[config.mk]
export PLATFORM = sky130hd
export DESIGN_NAME = uart_tx_fifo_flat
export DESIGN_NICKNAME = d
export VERILOG_FILES = /design/src/rtl/uart_tx_fifo_if.sv /design/src/rtl/uart_tx_fifo.sv /design/src/flat_wrapper.sv
export SDC_FILE = /design/constraint.sdc
export NUM_CORES = 1
export LEC_CHECK = 0
export BUFFER_PORTS_ARGS = -buffer_cell sky130_fd_sc_hd__buf_2
export CORE_UTILIZATION = 51
export DETAILED_ROUTE_END_ITERATION = 6
export PLACE_DENSITY = 0.69
export SYNTH_ARGS = -nofsm -noshare
export SYNTH_HDL_FRONTEND = slang
export SYNTH_SLANG_ARGS = --single-unit
[constraint.sdc]
create_clock -name clk -period 3.44 [get_ports clk]
set_clock_uncertainty 0.05 [all_clocks]
set_input_delay 1.032 -clock clk [delete_from_list [all_inputs] [get_ports clk]]
set_output_delay 1.032 -clock clk [all_outputs]
set_load 0.02 [all_outputs]
[src/rtl/uart_tx_fifo_if.sv]
// Byte handshake between the core-side register block and the UART transmitter.
interface uart_tx_fifo_if;
  logic       tx_valid;
  logic       tx_ready;
  logic [7:0] tx_data;

  modport master (output tx_valid, output tx_data, input tx_ready);
  modport slave  (input tx_valid, input tx_data, output tx_ready);
endinterface

[src/rtl/uart_tx_fifo.sv]
// UART transmitter: byte FIFO feeding a start/8 data/[parity]/1-2 stop serialiser.
module uart_tx_fifo #(
  parameter int FIFO_DEPTH = 8,
  parameter int DIV_W      = 16
) (
  input  logic                          clk,
  input  logic                          rst,
  input  logic [DIV_W-1:0]              baud_div,
  input  logic                          parity_en,
  input  logic                          parity_odd,
  input  logic                          stop2,
  uart_tx_fifo_if.slave                 bus,
  output logic                          tx_o,
  output logic                          tx_oe,
  output logic                          busy,
  output logic [$clog2(FIFO_DEPTH):0]   fifo_level
);

  localparam int AW = $clog2(FIFO_DEPTH);
  localparam logic [AW:0] FULL_LVL = (AW+1)'(FIFO_DEPTH);

  typedef enum logic [2:0] {IDLE, START, DATA, PARITY, STOP} state_t;

  logic [7:0]    mem [FIFO_DEPTH];
  logic [AW-1:0] wr_ptr, rd_ptr;
  logic [AW:0]   level;
  logic          full, empty, push, pop;
  logic [7:0]    head;

  state_t        state, state_n;
  logic [DIV_W-1:0] timer, timer_n, div_q, div_n;
  logic [2:0]    bit_cnt, bit_n;
  logic [7:0]    shreg, shreg_n;
  logic          par_en_q, par_en_n, par_odd_q, par_odd_n, stop2_q, stop2_n;
  logic          tx_q, tx_n;
  logic          bit_end, load;

  assign full         = (level == FULL_LVL);
  assign empty        = (level == '0);
  assign push         = bus.tx_valid && !full;
  assign head         = mem[rd_ptr];
  assign bus.tx_ready = !full;
  assign fifo_level   = level;
  assign tx_o         = tx_q;
  assign tx_oe        = 1'b1;
  assign busy         = (state != IDLE) || !empty;
  assign bit_end      = (timer == '0);
  assign pop          = load;

  always_ff @(posedge clk) begin
    if (push) mem[wr_ptr] <= bus.tx_data;
  end

  always_ff @(posedge clk or posedge rst) begin
    if (rst) begin
      wr_ptr <= '0;
      rd_ptr <= '0;
      level  <= '0;
    end else begin
      if (push) wr_ptr <= wr_ptr + 1'b1;
      if (pop)  rd_ptr <= rd_ptr + 1'b1;
      case ({push, pop})
        2'b10:   level <= level + 1'b1;
        2'b01:   level <= level - 1'b1;
        default: level <= level;
      endcase
    end
  end

  always_ff @(posedge clk or posedge rst) begin
    if (rst) begin
      state     <= IDLE;
      timer     <= '0;
      div_q     <= '0;
      bit_cnt   <= '0;
      shreg     <= '0;
      par_en_q  <= 1'b0;
      par_odd_q <= 1'b0;
      stop2_q   <= 1'b0;
      tx_q      <= 1'b1;
    end else begin
      state     <= state_n;
      timer     <= timer_n;
      div_q     <= div_n;
      bit_cnt   <= bit_n;
      shreg     <= shreg_n;
      par_en_q  <= par_en_n;
      par_odd_q <= par_odd_n;
      stop2_q   <= stop2_n;
      tx_q      <= tx_n;
    end
  end

  // tx_n is the level for the bit beginning at this edge, so the line is registered.
  always_comb begin
    state_n   = state;
    timer_n   = timer;
    div_n     = div_q;
    bit_n     = bit_cnt;
    shreg_n   = shreg;
    par_en_n  = par_en_q;
    par_odd_n = par_odd_q;
    stop2_n   = stop2_q;
    tx_n      = tx_q;
    load      = 1'b0;

    case (state)
      IDLE: begin
        tx_n = 1'b1;
        load = !empty;
      end
      START: if (bit_end) begin
        state_n = DATA;
        bit_n   = '0;
        tx_n    = shreg[0];
      end
      DATA: if (bit_end) begin
        if (bit_cnt == 3'd7) begin
          bit_n = '0;
          if (par_en_q) begin
            state_n = PARITY;
            tx_n    = ^shreg ^ par_odd_q;
          end else begin
            state_n = STOP;
            tx_n    = 1'b1;
          end
        end else begin
          bit_n = bit_cnt + 3'd1;
          tx_n  = shreg[bit_cnt + 3'd1];
        end
      end
      PARITY: if (bit_end) begin
        state_n = STOP;
        tx_n    = 1'b1;
      end
      STOP: if (bit_end) begin
        if (stop2_q && bit_cnt == 3'd0) bit_n = 3'd1;
        else if (!empty)                load  = 1'b1;
        else                            state_n = IDLE;
      end
      default: state_n = IDLE;
    endcase

    if (state != IDLE) timer_n = bit_end ? div_q : timer - 1'b1;

    // Pop from IDLE or straight out of the last stop bit; frame config is captured here.
    if (load) begin
      state_n   = START;
      shreg_n   = head;
      div_n     = baud_div;
      timer_n   = baud_div;
      par_en_n  = parity_en;
      par_odd_n = parity_odd;
      stop2_n   = stop2;
      tx_n      = 1'b0;
    end
  end

endmodule
[src/flat_wrapper.sv]
// flat-port wrapper written by rule: the top's interface ports become plain ports
module uart_tx_fifo_flat 
#(
  parameter int FIFO_DEPTH = 8,
  parameter int DIV_W      = 16
)
  (clk, rst, baud_div, parity_en, parity_odd, stop2, tx_o, tx_oe, busy, fifo_level, bus_tx_valid, bus_tx_data, bus_tx_ready);
  uart_tx_fifo_if bus_i ();
  input  logic clk;
  input  logic rst;
  input  logic [DIV_W-1:0] baud_div;
  input  logic parity_en;
  input  logic parity_odd;
  input  logic stop2;
  output logic tx_o;
  output logic tx_oe;
  output logic busy;
  output logic [$clog2(FIFO_DEPTH):0] fifo_level;
  input wire logic [$bits(bus_i.tx_valid)-1:0] bus_tx_valid;
  input wire logic [$bits(bus_i.tx_data)-1:0] bus_tx_data;
  output wire logic [$bits(bus_i.tx_ready)-1:0] bus_tx_ready;
  assign bus_i.tx_valid = bus_tx_valid;
  assign bus_i.tx_data = bus_tx_data;
  assign bus_tx_ready = bus_i.tx_ready;
  uart_tx_fifo #(.FIFO_DEPTH(FIFO_DEPTH), .DIV_W(DIV_W)) u_core (.clk(clk), .rst(rst), .baud_div(baud_div), .parity_en(parity_en), .parity_odd(parity_odd), .stop2(stop2), .bus(bus_i), .tx_o(tx_o), .tx_oe(tx_oe), .busy(busy), .fifo_level(fifo_level));
endmodule
==> out/qor.yml, run 1 <==
outcome:
  status: "finished clean"
final_layout:
  final_nets: 554
  drive_gt1_share_pct: 21.78
  syn2layout_area_growth_pct: 16.79
  antenna_cells: 0
sta:
  tns_ps: 0
  relSlewSlack_pct: 46.25
  whs_ps: 420.1
  max_freq_ghz: 0.3177
  finalSetupViolations: 0
  rsz0062_at_grt: "false"
  period_minus_slack_ps: 3148
  worst_pin_slew_ps: 806.3
  finalHoldViolCount: 0
  fin_crit_sh_pct: 91.51
  final_max_slew_viol_count: 0
global_route:
  grt_antenna_before_repair: 0
  grt_pass1_vias: 3768
  grtUsageTotal_pct: 22.06
  grt_max_degree: 61
  grt_pass1_wl_um: 18730
  grt-busiest-layer: "met2"
  grt_remaining_overflow: 0
  grt_util_met3_pct: 5.206
  gr-usage-met2_pct: 36.49
  use_met1_pct: 26.90
detailed_routing:
  drt-total-wl_um: 11290
  route.detailed.drc: 0
  dr.pass1.iters: 4
  vias: 3727
  wl_per_cell_um: 16.90
  viasPerCell: 5.579
  ant_nets: 0
  drt_iter0_markers: 218
clock_tree:
  clk_pin_slew_ps: 60
  root_buffer: "clkbuf_8"
  cts_buffers: 17
  cts_buffer_depth: 2
  holdBufCountCts: 0
  cts_tree: "built"
  clock_latency_ps: 530
  cts-htree-levels: 4
  clock_sinks: 124
  cts_setup_buffers: 0
  cts_resized: 0
synthesis:
  async_flop_share_pct: 48.39
  yosysTopAreaCell: "edfxtp_1"
  yosysMostFrequentCell: "nand2_1"
  synth_nets: 506
  synthXorXnorAreaFrac_pct: 3.376
  synth-compound-area-share_pct: 7.519
  synth_seq_cells: 124
  synth_commonest_cells: "nand2_1, edfxtp_1, dfrtp_1, nor2_1, o21ai_0"
  synth_mux_area_share_pct: 9.470
  synthDominantCellAreaShare_pct: 33.67
  synth_cells: 467
  synth_area_sq_um: 5708
  synth_top_family_by_area: "simple AND/OR/NAND/NOR gates"
  yosys_warnings: 0
  synth_enable_flop_cells: 64
  synth_area_leaders: "edfxtp_1, dfrtp_1, mux4_2"
  synth_fa_ha_area_share_pct: 1.973
  synthSimpleGateAreaFrac_pct: 14.73
  ys_types: 51
  yosys_most_used_dff: "edfxtp_1"
  syn_avg_cell_area_sq_um: 12.22
  seq_area_frac_synth_pct: 60.00
power_and_ir_drop:
  vdd_ir_drop_max_v: 0.0005831
  p_leak_nw: 2.666
  p_total_mw: 5.805
  p_per_area_nw_per_um2: 870.8
floorplanning:
  row_count: 38
  core_area_sq_um: 10890
  start_util_pct: 52.42
  die_area_sq_um: 11620
  fp.dieH_um: 107.8
  ios: 38
  die_w_um: 107.8
place:
  dp_hpwl_um: 7138
  place.port_buffers: 36
  gp_congestion: 0.8093
worst_setup_path:
  path_class: "reg2out"
  end_kind: "output port"
  cp-start-kind: "register"
  cp_data_arrival_time_ps: 2070
  cp.required_ps: 2360
  crit_fanout: 6
worst_hold_path:
  hp-class: "reg2reg"
flow_run:
  cap_violations: 0
[kinds of logic (layout without fill, tap and decap cells)]
logic type      after synthesis  count (layout)
mux                          31              31
other cells                   1               1
fa+ha+maj                     9               9
flops                       124             124
compound gates               69              69
simple gates                178             178
buf+inv                      33              94
xor+xnor                     22              22
[cell type report]
type / instances / area (sq um)
Timing Repair Buffer: 52 / 312.8
Clock buffer: 19 / 421.7
Sequential cell: 124 / 3425
Fill cell: 858 / 4222
Inverter: 10 / 38.79
Clock inverter: 13 / 167.7
Tap cell: 140 / 175.2
Multi-Input combinational cell: 310 / 2126
[per-stage QoR]
stage               setup slack (ps)  instances  area [sq um]  util (%)
detailed placement             601.6        636          6077     55.81
floorplan                      503.4        467          5708         -
CTS                            279.7        668          6666     61.23
global route                   153.0        668          6666     61.23
global placement               685.8        636          6077     55.81
finish                         292.2        668          6666     61.23
[path summary, 6_finish.rpt]
path	startpoint	cells past startpoint	slack [ps]	endpoint
worst max-delay path	u_core.fifo_level[0]$_DFFE_PP0P_	5	290	busy
worst min-delay path	u_core.div_q[4]$_DFFE_PP0P_	2	420	u_core.div_q[4]$_DFFE_PP0P_
worst max register to register	u_core.timer[0]$_DFFE_PP0P_	14	580	u_core.fifo_level[2]$_DFFE_PP0P_
worst min register to register	u_core.div_q[4]$_DFFE_PP0P_	2	420	u_core.div_q[4]$_DFFE_PP0P_
max in group asynchronous	rst	3	2520	u_core.tx_o$_DFFE_PP1P_
min in group asynchronous	rst	3	490	u_core.timer[12]$_DFFE_PP0P_
[power breakdown]
part | internal [mW] | switching (mW) | total [mW]
Clock | 1.11 | 0.647 | 1.75
Combinational | 0.815 | 0.797 | 1.61
Sequential | 2.01 | 0.431 | 2.44
[sequential cells by signal, summed over array words and instances (netlist names), 3 cells and up]
name and flops:
u_core.state 3, u_core.rd_ptr 3, u_core.timer 16, u_core.wr_ptr 3, u_core.fifo_level 4, u_core.mem 64, u_core.shreg 8, u_core.bit_cnt 3
u_core.div_q 16
[placed cells by master, fill, tap and decap left out, types with 3 or more instances in the layout]
cell,Yosys,routed
nand2_1,94,94
edfxtp_1,64,64
dfrtp_1,59,59
buf_2,4,36
nor2_1,30,30
o21ai_0,27,27
mux4_2,18,18
clkbuf_16,0,16
buf_4,3,15
xnor2_1,13,13
nor3_1,11,11
a21oi_1,11,11
nand2b_1,10,10
mux2i_1,9,9
xor2_1,9,9
ha_1,9,9
inv_1,9,8
o211ai_1,8,8
nor4_1,7,6
a31oi_1,6,6
nand3_1,6,6
nand3b_1,4,4
mux2_2,4,4
clkinv_4,0,4
nor3b_1,3,3
clkinv_2,1,3
or3_1,3,3
o22ai_1,3,3
bufinv_16,0,3
[metal layers]
| layer | vias up | wire length (um) |
|---|---|---|
| li1 | 1795 | - |
| met1 | 1841 | 4909 |
| met2 | 69 | 5716 |
| met3 | 22 | 398 |
| met4 | 0 | 265 |
| met5 | - | 0 |
[critical path, stage by stage, from the launching register on]
cell and delay (ps):
dfrtp_1 460, nor3_1 360, nand2b_1 160, nor4_2 250, inv_1 120, buf_2 180
No activity file was read; power rests on OpenSTA's default activity.
==> inputs of run 2 (changes only) <==
--- a/config.mk
+++ b/config.mk
@@ -5,10 +5,10 @@
 export SDC_FILE = /design/constraint.sdc
 export NUM_CORES = 1
 export LEC_CHECK = 0
-export BUFFER_PORTS_ARGS = -buffer_cell sky130_fd_sc_hd__buf_2
+export BUFFER_PORTS_ARGS = -buffer_cell sky130_fd_sc_hd__buf_4
 export CORE_UTILIZATION = 51
 export DETAILED_ROUTE_END_ITERATION = 6
-export PLACE_DENSITY = 0.69
+export PLACE_DENSITY_LB_ADDON = 0.25
 export SYNTH_ARGS = -nofsm -noshare
 export SYNTH_HDL_FRONTEND = slang
 export SYNTH_SLANG_ARGS = --single-unit
==> constraint.sdc (replaced) <==
create_clock -name clk -period 3.65 [get_ports clk]
set_clock_uncertainty 0.05 [all_clocks]
set_input_delay 1.095 -clock clk [delete_from_list [all_inputs] [get_ports clk]]
set_output_delay 1.095 -clock clk [all_outputs]
set_load 0.02 [all_outputs]
==> out/qor.yml, run 2 (synthesized netlist as in run 1, its figures left out) <==
clock_tree:
  holdBufCountCts: 0
  root_buffer: "clkbuf_8"
  cts-htree-levels: 4
  clock_latency_ps: 530
  cts_buffer_depth: 2
  cts_tree: "built"
  cts_setup_buffers: 0
  clock_sinks: 124
  cts_resized: 0
  clk_pin_slew_ps: 70
  cts_buffers: 17
power_and_ir_drop:
  p_per_area_nw_per_um2: 818.1
  vdd_ir_drop_max_v: 0.0005159
  p_leak_nw: 2.664
detailed_routing:
  ant_nets: 0
  viasPerCell: 5.671
  route.detailed.drc: 0
  route.met2.wl_um: 6009
  dr.pass1.iters: 4
  drt-total-wl_um: 11500
  drt_iter0_markers: 253
  top_layer: "met4"
  met3_length_um: 445
  vias: 3760
  wl_met1_um: 4873
  wl_per_cell_um: 17.34
sta:
  max_freq_ghz: 0.3148
  tns_ps: 0
  relSlewSlack_pct: 29.53
  period_minus_slack_ps: 3177
  final_max_slew_viol_count: 0
  worst_pin_slew_ps: 1055
  finalHoldViolCount: 0
  rsz0062_at_grt: "false"
  fin_crit_sh_pct: 87.04
  fin_ws_ps: 473.0
  finalSetupViolations: 0
floorplanning:
  die_area_sq_um: 11620
  ios: 38
  fp.dieH_um: 107.8
  core_area_sq_um: 10890
  start_util_pct: 52.42
  die_w_um: 107.8
  row_count: 38
flow_run:
  cap_violations: 0
final_layout:
  layout_common_cells: "nand2_1, edfxtp_1, dfrtp_1"
  drive_gt1_share_pct: 21.41
  syn2layout_area_growth_pct: 17.32
  mostFrequentLayoutCell: "nand2_1"
  final_nets: 549
  top_register: "u_core.mem"
  largestRegisters: "u_core.mem: 64 flops, u_core.div_q: 16 flops, u_core.timer: 16 flops"
  largest_reg_flops: 64
  antenna_cells: 0
  num-fill-cells: 857
place:
  place.port_buffers: 36
  dp_hpwl_um: 7254
  gp_congestion: 0.8264
  place_worst_setup_slack_ps: 803.8
global_route:
  grtUsageTotal_pct: 22.22
  grt_pass1_wl_um: 18810
  grt_max_degree: 56
  grt_antenna_before_repair: 0
  grt_pass1_vias: 3782
  grt_remaining_overflow: 0
worst_setup_path:
  cp.required_ps: 2500
  crit_fanout: 8
  path_class: "reg2out"
  cp-start-kind: "register"
  end_kind: "output port"
  cp_data_arrival_time_ps: 2030
outcome:
  status: "finished clean"
worst_hold_path:
  hp-class: "reg2reg"
==> run 2: cell count changes in the layout (fill, tap and decap cells not counted), sizes merged <==
cell    change
clkbuf      -2
bufinv      -2
buf         -5
inv         +9
clkinv      -5
==> run 2: critical path: stages, from the launching register on <==
cell      delay, ps
dfrtp_1         470
nor3_1          300
nand2b_1        160
nor4_2          250
inv_1           130
buf_4           180
==> run 2: power breakdown <==
group | internal (mW) | switching, mW | leakage, nW
Combinational | 0.775 | 0.722 | 1.07
Clock | 0.939 | 0.704 | 0.280
Sequential | 1.89 | 0.446 | 1.31
Total | 3.61 | 1.87 | 2.66
==> run 2: cell type report <==
type	instances	area, sq um	share of cell area [%]
clock buffers	17	414.1	6.185
clock inverters	15	165.2	2.466
inverters	10	38.79	0.5792
multi-input cells	310	2126	31.75
flip-flops and latches	124	3425	51.14
well taps	140	175.2	2.616
repair buffers	47	352.8	5.269
==> run 2: path summary, 6_finish.rpt <==
check	startpoint	end	slack, ps	cells past startpoint
max	u_core.fifo_level[1]$_DFFE_PP0P_	busy	470	5
min	u_core.div_q[9]$_DFFE_PP0P_	u_core.div_q[9]$_DFFE_PP0P_	420	2
max reg2reg	u_core.timer[0]$_DFFE_PP0P_	u_core.fifo_level[2]$_DFFE_PP0P_	790	14
min reg2reg	u_core.div_q[9]$_DFFE_PP0P_	u_core.div_q[9]$_DFFE_PP0P_	420	2
max in group asynchronous	rst	u_core.shreg[3]$_DFFE_PP0P_	2050	3
min in group asynchronous	rst	u_core.div_q[14]$_DFFE_PP0P_	790	2
==> run 2: metrics by stage <==
step	instances	power, mW	util [%]	cell area, sq um	hold WS, ps
after floorplan	467	3.442	-	5708	390.4
after global placement	631	3.785	56.18	6117	402.0
after detailed placement	631	3.855	56.18	6117	407.7
after CTS	663	5.531	61.50	6696	424.1
after global routing	663	5.809	61.50	6696	452.3
final	663	5.478	61.50	6696	419.7
==> run 2: per-layer routing <==
metal,track usage [%],up-vias
li1,-,1785
met5,0,-
met1,26.73,1864
met2,37.45,92
met3,5.448,19
met4,10.57,0
